===== src/rtl/i2c_tgt_pkg.sv =====
// Shared types and constants for the I2C register-file target.
package i2c_tgt_pkg;

  localparam int unsigned BITS_PER_BYTE = 8;
  localparam int unsigned RW_BIT_POS    = 0;

  typedef enum logic [3:0] {
    IDLE,
    ADDR,
    ADDR_ACK,
    PTR,
    PTR_ACK,
    WR_DATA,
    WR_ACK,
    RD_DATA,
    RD_ACK
  } tgt_state_e;

  // Sub-phases of a 9th-bit slot: before it starts, while SCL is in the slot, after the slot's SCL rise
  typedef enum logic [1:0] {
    PH_PRE,
    PH_SLOT,
    PH_POST
  } ack_phase_e;

endpackage


===== src/rtl/i2c_tgt_line_filter.sv =====
// Synchronizes one bus line, filters glitches and flags accepted level changes.
module i2c_tgt_line_filter #(
  parameter int unsigned FILTER_LEN = 3
) (
  input  logic clk,
  input  logic rst,
  input  logic pin,
  output logic level,
  output logic rise,
  output logic fall
);

  localparam int unsigned CW = (FILTER_LEN > 1) ? $clog2(FILTER_LEN) : 1;
  localparam logic [CW-1:0] CNT_LAST = CW'(FILTER_LEN - 1);

  logic          meta;
  logic          sync;
  logic [CW-1:0] cnt;

  // Two-flop synchronizer, reset to the idle (released) bus level
  always_ff @(posedge clk) begin
    if (!rst) begin
      meta <= 1'b1;
      sync <= 1'b1;
    end else begin
      meta <= pin;
      sync <= meta;
    end
  end

  // Accept a new level only after FILTER_LEN consecutive samples disagree with the current one
  always_ff @(posedge clk) begin
    if (!rst) begin
      level <= 1'b1;
      cnt   <= '0;
      rise  <= 1'b0;
      fall  <= 1'b0;
    end else begin
      rise <= 1'b0;
      fall <= 1'b0;
      if (sync == level) begin
        cnt <= '0;
      end else if (cnt == CNT_LAST) begin
        level <= sync;
        cnt   <= '0;
        rise  <= sync;
        fall  <= ~sync;
      end else begin
        cnt <= cnt + CW'(1);
      end
    end
  end

endmodule


===== src/rtl/i2c_target_regfile.sv =====
// I2C target with a byte register file and auto-incrementing pointer.
// Optional clock stretching after each ACK/NACK slot: define I2C_TGT_STRETCH_EN.
module i2c_target_regfile
  import i2c_tgt_pkg::*;
#(
  parameter logic [6:0]  DEV_ADDR    = 7'h50,
  parameter int unsigned NREGS       = 16,
  parameter int unsigned FILTER_LEN  = 3,
  parameter int unsigned STRETCH_CYC = 8
) (
  input  logic                     clk,
  input  logic                     rst,
  input  logic                     scl_i,
  input  logic                     sda_i,
  output logic                     scl_o,
  output logic                     sda_o,
  output logic                     busy,
  output logic                     wr_stb,
  output logic [$clog2(NREGS)-1:0] wr_idx,
  output logic [7:0]               wr_dat
);

  localparam int unsigned IW = $clog2(NREGS);
  localparam logic [2:0]  BIT_TOP = 3'(BITS_PER_BYTE - 1);

  // Elaboration-time parameter sanity
  if (NREGS < 2 || NREGS > 256 || (NREGS & (NREGS - 1)) != 0) begin : g_bad_nregs
    $error("NREGS must be a power of 2 in 2..256");
  end
  if (FILTER_LEN < 1 || STRETCH_CYC < 1) begin : g_bad_len
    $error("FILTER_LEN and STRETCH_CYC must be at least 1");
  end

  logic scl_lvl, scl_rise, scl_fall;
  logic sda_lvl, sda_rise, sda_fall;
  logic start_ev, stop_ev;
  logic [7:0] rx_byte;
  logic [IW-1:0] ptr_inc;

  tgt_state_e state;
  ack_phase_e phase;
  logic [2:0]    bcnt;
  logic [7:0]    sh;
  logic          rw;
  logic          mack;
  logic [IW-1:0] ptr;
  logic [7:0]    regs [NREGS];

  i2c_tgt_line_filter #(.FILTER_LEN(FILTER_LEN)) u_scl_filt (
    .clk(clk), .rst(rst), .pin(scl_i), .level(scl_lvl), .rise(scl_rise), .fall(scl_fall)
  );

  i2c_tgt_line_filter #(.FILTER_LEN(FILTER_LEN)) u_sda_filt (
    .clk(clk), .rst(rst), .pin(sda_i), .level(sda_lvl), .rise(sda_rise), .fall(sda_fall)
  );

  assign start_ev = sda_fall & scl_lvl;
  assign stop_ev  = sda_rise & scl_lvl;
  assign rx_byte  = {sh[6:0], sda_lvl};
  assign ptr_inc  = ptr + IW'(1);

  // Protocol FSM, register file and pointer; START/STOP take priority over bit events
  always_ff @(posedge clk) begin
    if (!rst) begin
      state  <= IDLE;
      phase  <= PH_PRE;
      bcnt   <= BIT_TOP;
      sh     <= '0;
      rw     <= 1'b0;
      mack   <= 1'b1;
      ptr    <= '0;
      sda_o  <= 1'b1;
      busy   <= 1'b0;
      wr_stb <= 1'b0;
      wr_idx <= '0;
      wr_dat <= '0;
      for (int i = 0; i < int'(NREGS); i++) regs[i] <= '0;
    end else begin
      wr_stb <= 1'b0;
      if (start_ev) begin
        state <= ADDR;
        phase <= PH_PRE;
        bcnt  <= BIT_TOP;
        sda_o <= 1'b1;
      end else if (stop_ev) begin
        state <= IDLE;
        busy  <= 1'b0;
        sda_o <= 1'b1;
      end else begin
        case (state)
          IDLE: sda_o <= 1'b1;

          ADDR: if (scl_rise) begin
            sh <= rx_byte;
            if (bcnt != 3'd0) begin
              bcnt <= bcnt - 3'd1;
            end else if (rx_byte[7:1] == DEV_ADDR && rx_byte[7:1] != 7'h00) begin
              state <= ADDR_ACK;
              phase <= PH_PRE;
              busy  <= 1'b1;
              rw    <= rx_byte[RW_BIT_POS];
            end else begin
              state <= IDLE;
              busy  <= 1'b0;
            end
          end

          PTR, WR_DATA: if (scl_rise) begin
            sh <= rx_byte;
            if (bcnt != 3'd0) begin
              bcnt <= bcnt - 3'd1;
            end else begin
              state <= (state == PTR) ? PTR_ACK : WR_ACK;
              phase <= PH_PRE;
            end
          end

          ADDR_ACK, PTR_ACK, WR_ACK: begin
            if (phase == PH_PRE && scl_fall) begin
              sda_o <= 1'b0;
              phase <= PH_SLOT;
            end else if (phase == PH_SLOT && scl_rise) begin
              phase <= PH_POST;
              if (state == PTR_ACK) begin
                ptr <= IW'(sh);
              end else if (state == WR_ACK) begin
                regs[ptr] <= sh;
                wr_stb    <= 1'b1;
                wr_idx    <= ptr;
                wr_dat    <= sh;
                ptr       <= ptr_inc;
              end
            end else if (phase == PH_POST && scl_fall) begin
              bcnt <= BIT_TOP;
              if (state == ADDR_ACK && rw) begin
                state <= RD_DATA;
                sh    <= regs[ptr];
                sda_o <= regs[ptr][7];
              end else begin
                state <= (state == ADDR_ACK) ? PTR : WR_DATA;
                sda_o <= 1'b1;
              end
            end
          end

          RD_DATA: begin
            if (scl_fall) begin
              sda_o <= sh[6];
              sh    <= {sh[6:0], 1'b0};
            end else if (scl_rise) begin
              if (bcnt != 3'd0) begin
                bcnt <= bcnt - 3'd1;
              end else begin
                state <= RD_ACK;
                phase <= PH_PRE;
              end
            end
          end

          RD_ACK: begin
            if (phase == PH_PRE && scl_fall) begin
              sda_o <= 1'b1;
              phase <= PH_SLOT;
            end else if (phase == PH_SLOT && scl_rise) begin
              mack  <= sda_lvl;
              phase <= PH_POST;
            end else if (phase == PH_POST && scl_fall) begin
              if (!mack) begin
                ptr   <= ptr_inc;
                sh    <= regs[ptr_inc];
                sda_o <= regs[ptr_inc][7];
                bcnt  <= BIT_TOP;
                state <= RD_DATA;
              end else begin
                state <= IDLE;
              end
            end
          end

          default: begin
            state <= IDLE;
            sda_o <= 1'b1;
          end
        endcase
      end
    end
  end

`ifdef I2C_TGT_STRETCH_EN
  localparam int unsigned SW = $clog2(STRETCH_CYC + 1);

  logic          slot_end;
  logic [SW-1:0] st_cnt;

  assign slot_end = scl_fall && (phase == PH_POST) &&
                    (state inside {ADDR_ACK, PTR_ACK, WR_ACK, RD_ACK});

  // Hold SCL low for STRETCH_CYC clocks after each ACK/NACK slot ends
  always_ff @(posedge clk) begin
    if (!rst) begin
      scl_o  <= 1'b1;
      st_cnt <= '0;
    end else if (start_ev || stop_ev) begin
      scl_o  <= 1'b1;
      st_cnt <= '0;
    end else if (slot_end) begin
      scl_o  <= 1'b0;
      st_cnt <= SW'(STRETCH_CYC - 1);
    end else if (!scl_o) begin
      if (st_cnt == '0) scl_o <= 1'b1;
      else              st_cnt <= st_cnt - SW'(1);
    end
  end
`else
  assign scl_o = 1'b1;
`endif

endmodule


===== config.mk =====
export PLATFORM = sky130hd
export DESIGN_NAME = i2c_target_regfile
export DESIGN_NICKNAME = d
export VERILOG_FILES = /design/src/rtl/i2c_tgt_pkg.sv /design/src/rtl/i2c_tgt_line_filter.sv /design/src/rtl/i2c_target_regfile.sv
export SDC_FILE = /design/constraint.sdc
export NUM_CORES = 1
export LEC_CHECK = 0
export BUFFER_PORTS_ARGS = -buffer_cell sky130_fd_sc_hd__buf_2
export CAP_MARGIN = 0
export CORE_ASPECT_RATIO = 0.9
export CORE_MARGIN = 3
export CORE_UTILIZATION = 51
export DETAILED_ROUTE_END_ITERATION = 10
export PLACE_DENSITY = 0.67
export SYNTH_ARGS = -nofsm -noshare
export SYNTH_HDL_FRONTEND = slang
export SYNTH_SLANG_ARGS = --single-unit

===== constraint.sdc =====
create_clock -name clk -period 3 [get_ports clk]
set_input_delay 0.15 -clock clk [delete_from_list [all_inputs] [get_ports clk]]
set_output_delay 0.15 -clock clk [all_outputs]
set_load 0.005 [all_outputs]

==> reports/qor.yml <==
detailed_routing:
  drtIter0Drc: 996
  route.detailed.drc: 0
  ant_nets: 0
  routed_wl_mm: 27.0
  drtPass1Iterations: 5
  vias: 7119
  avgViaCountPerCell: 6.68
  wire_per_inst_um: 25.3
floorplanning:
  chipWidth_um: 152
  initial_utilization: 0.527
  rows: 47
  dieArea_sq_um: 21000
  core_area_sq_um: 18600
  ioPinCount: 20
  fp.dieH_um: 138
yosys:
  synthAdderAreaFrac: 0.0112
  async_flop_share: 0
  synth_edf_count: 128
  yosys.area_share.simple: 0.170
  avgSynthCellArea_sq_um: 12.1
  synth.area.mux_share: 0.185
  ys_seq_area_frac: 0.505
  syn_nets: 823
  synth_seq_cells: 184
  synth_xor_area_frac: 0.00433
  synth_top_family_by_area: "multiplexers"
  yosysUniqueCellTypes: 74
  syn_inst: 811
  synth_area_sq_um: 9820
  ys_warn_count: 0
  synth_compound_area_frac: 0.0841
  synth_ff_type: "edfxtp_1"
cells_and_area:
  area_delta_synth_final_pct: 9.83
  fin_area_sq_um: 10800
  drive_gt1_frac: 0.205
  fin_cells: 1066
  fillers: 1470
  num-nets-final: 819
  postLayoutCoreUtil: 0.579
global_routing:
  grtUsageMet1: 0.373
  antenna_found_initial: 0
  grt_max_degree: 39
  grt_overflow: 0
  grt_use_met3: 0.0575
  grt_pass1_wl_mm: 41.2
  use_met2: 0.386
  grt_pass1_vias: 6786
  busiest_layer: "met2"
  track_usage: 0.260
sta:
  setup_tns_ps: 0
  hold_viol_final: 0
  min_period_ps: 2590
  finalMaxSlewViolations: 0
  clock.fmax_ghz: 0.386
  setup-violations-final: 0
  rsz0062_at_grt: "no"
  fin_skew_ps: 11.6
  worstMarginPinSlew_ps: 958
  relSlewSlack: 0.361
  post-route-period-util: 0.863
worst_setup_path:
  critPathCaptureType: "flip-flop"
  critPathTopFamily: "simple AND/OR/NAND/NOR gates"
  path_buf_inv: 1
  critPathRequiredTime_ps: 3110
  crit_top_cell: "nand2_1"
  path_class: "reg2reg"
  r2r-start: "state[0]"
  path_cells: "and4bb_1 -> nand4_1 -> inv_2 -> and3_1 -> nand2_1 -> nand2_1"
  worst_setup_path_start_kind: "flip-flop"
  r2r_cells: 6
  critPathMaxFanout: 14
  rrSetupSlack_ps: 410
  cpPeakStageDelay_ps: 520
  cp.arrival_ps: 2700
  slowest_stage: "and3_1"
  r2r-end: "regs[14][1]"
clocking:
  cts_sinks: 184
  clockBufferDepth: 2
  root_buffer: "clkbuf_16"
  worstSkewPairLatency_ps: 440
  holdBufCountCts: 2
  cts_setup_buffers: 0
  tritoncts: "built"
  cts_buffers: 17
  ctsResizeCount: 0
  htreeDepth: 4
  clkTransAtPathRegs_ps: 70
job:
  max_cap_violations: 0
placement:
  place_hpwl_mm: 18.4
  post_dp_cell_area_sq_um: 10200
  placed_cells: 1031
  port-buffer-count: 18
  gp_congestion: 0.878
power_and_ir_drop:
  leakage_nw: 4.27
  power_per_cell_area_nw_per_um2: 492
  p_total_mw: 5.31
  ir_drop_mv: 0.408
hold_path:
  hold_class: "in2reg"
  whs_endpoint: "wr_stb"
  hold_depth: 3
  worstHoldStart: "rst"
outcome:
  status: "completed"
-- tightest hold or removal path: stages --
cell	delay, ps
buf_2	130
nand4_1	230
inv_2	80
-- state kept, by name, indices dropped and copies added (netlist names), 2 cells and up, named ones only --
signal	cells
regs	128
wr_idx	4
wr_dat	8
ptr	4
u_scl_filt.cnt	2
state	4
sh	8
u_sda_filt.cnt	2
phase	2
bcnt	3
-- cells by family after synthesis --
kind of cell / count (synthesis)
other: 1
adder cells (fa/ha/maj): 9
multiplexers: 111
flip-flops: 184
buffers and inverters: 95
XOR/XNOR: 4
AND/OR/NAND/NOR: 292
AO/OA/AOI/OAI: 115
-- stage by stage --
stage	hold WS, ps	worst slack [ps]
finish	212	411
global route	198	250
CTS	181	447
detailed placement	342	473
global placement	333	511
floorplan	251	457
-- Yosys cell counts (all sizes together) (6+ instances only) --
library cell | count | share of area
a211oi | 10 | 0.0076
a21oi | 17 | 0.0087
a31oi | 11 | 0.0070
and3 | 130 | 0.083
buf | 24 | 0.013
clkbuf | 58 | 0.022
dfxtp | 56 | 0.11
edfxtp | 128 | 0.39
ha | 8 | 0.010
inv | 13 | 0.0050
mux2 | 6 | 0.0069
mux2i | 49 | 0.050
mux4 | 56 | 0.13
nand2 | 48 | 0.018
nand2b | 10 | 0.0064
nand3 | 11 | 0.0056
nand4 | 6 | 0.0038
nor2 | 36 | 0.014
nor2b | 6 | 0.0038
nor3 | 12 | 0.0078
nor3b | 7 | 0.0059
o21ai | 26 | 0.014
-- worst max path at each step --
stage	startpoint	end	slack, ps	depth (start not counted)
finish	state[0]	regs[14][1]	410	6
detailed placement	state[0]	regs[14][5]	470	6
floorplan	ptr[0]	sh[6]	460	10
global placement	state[0]	sh[6]	510	5
global route	state[0]	regs[14][2]	250	6
CTS	state[0]	regs[14][1]	450	6
-- where the power goes --
group / internal (mW) / switching, mW / leakage [nW]
logic: 0.0762 / 0.0891 / 2.30
registers: 2.80 / 0.0747 / 1.67
clock network: 1.23 / 1.04 / 0.295
-- area by class of cell --
class | instances | area, sq um | share of cell area
Tap cell | 245 | 307 | 0.0284
Sequential cell | 184 | 4970 | 0.460
Inverter | 13 | 48.8 | 0.00452
Multi-Input combinational cell | 532 | 4470 | 0.414
Timing Repair Buffer | 59 | 403 | 0.0373
Clock buffer | 21 | 503 | 0.0466
Antenna cell | 1 | 2.50 | 0.000232
Clock inverter | 11 | 92.6 | 0.00858
-- placed cells by master (no fill, tap or decap), types with 5 or more instances in the layout --
master	netlist	final
inv_1	12	12
nor2b_1	6	6
mux4_2	56	56
nand3_1	11	11
ha_1	8	8
a31oi_1	11	11
o21ai_0	18	18
buf_4	1	39
a21oi_1	17	17
nand2b_1	10	10
o22ai_1	5	5
a211oi_1	10	10
clkbuf_16	0	19
o22a_1	5	5
edfxtp_1	128	128
mux2i_1	49	49
o21ai_1	7	7
dfxtp_1	56	54
nand2_1	48	48
nor3b_1	6	6
and3_1	130	130
mux2_2	6	6
nor2_1	36	36
nand4_1	6	6
nor3_1	10	10
buf_2	20	18
-- layer usage --
metal | vias to the layer above | share of wire
met5 | - | 0
met4 | 0 | 0.036
met3 | 63 | 0.086
met2 | 397 | 0.44
met1 | 3537 | 0.44
li1 | 3122 | -
(Power assumes the default switching activity.)
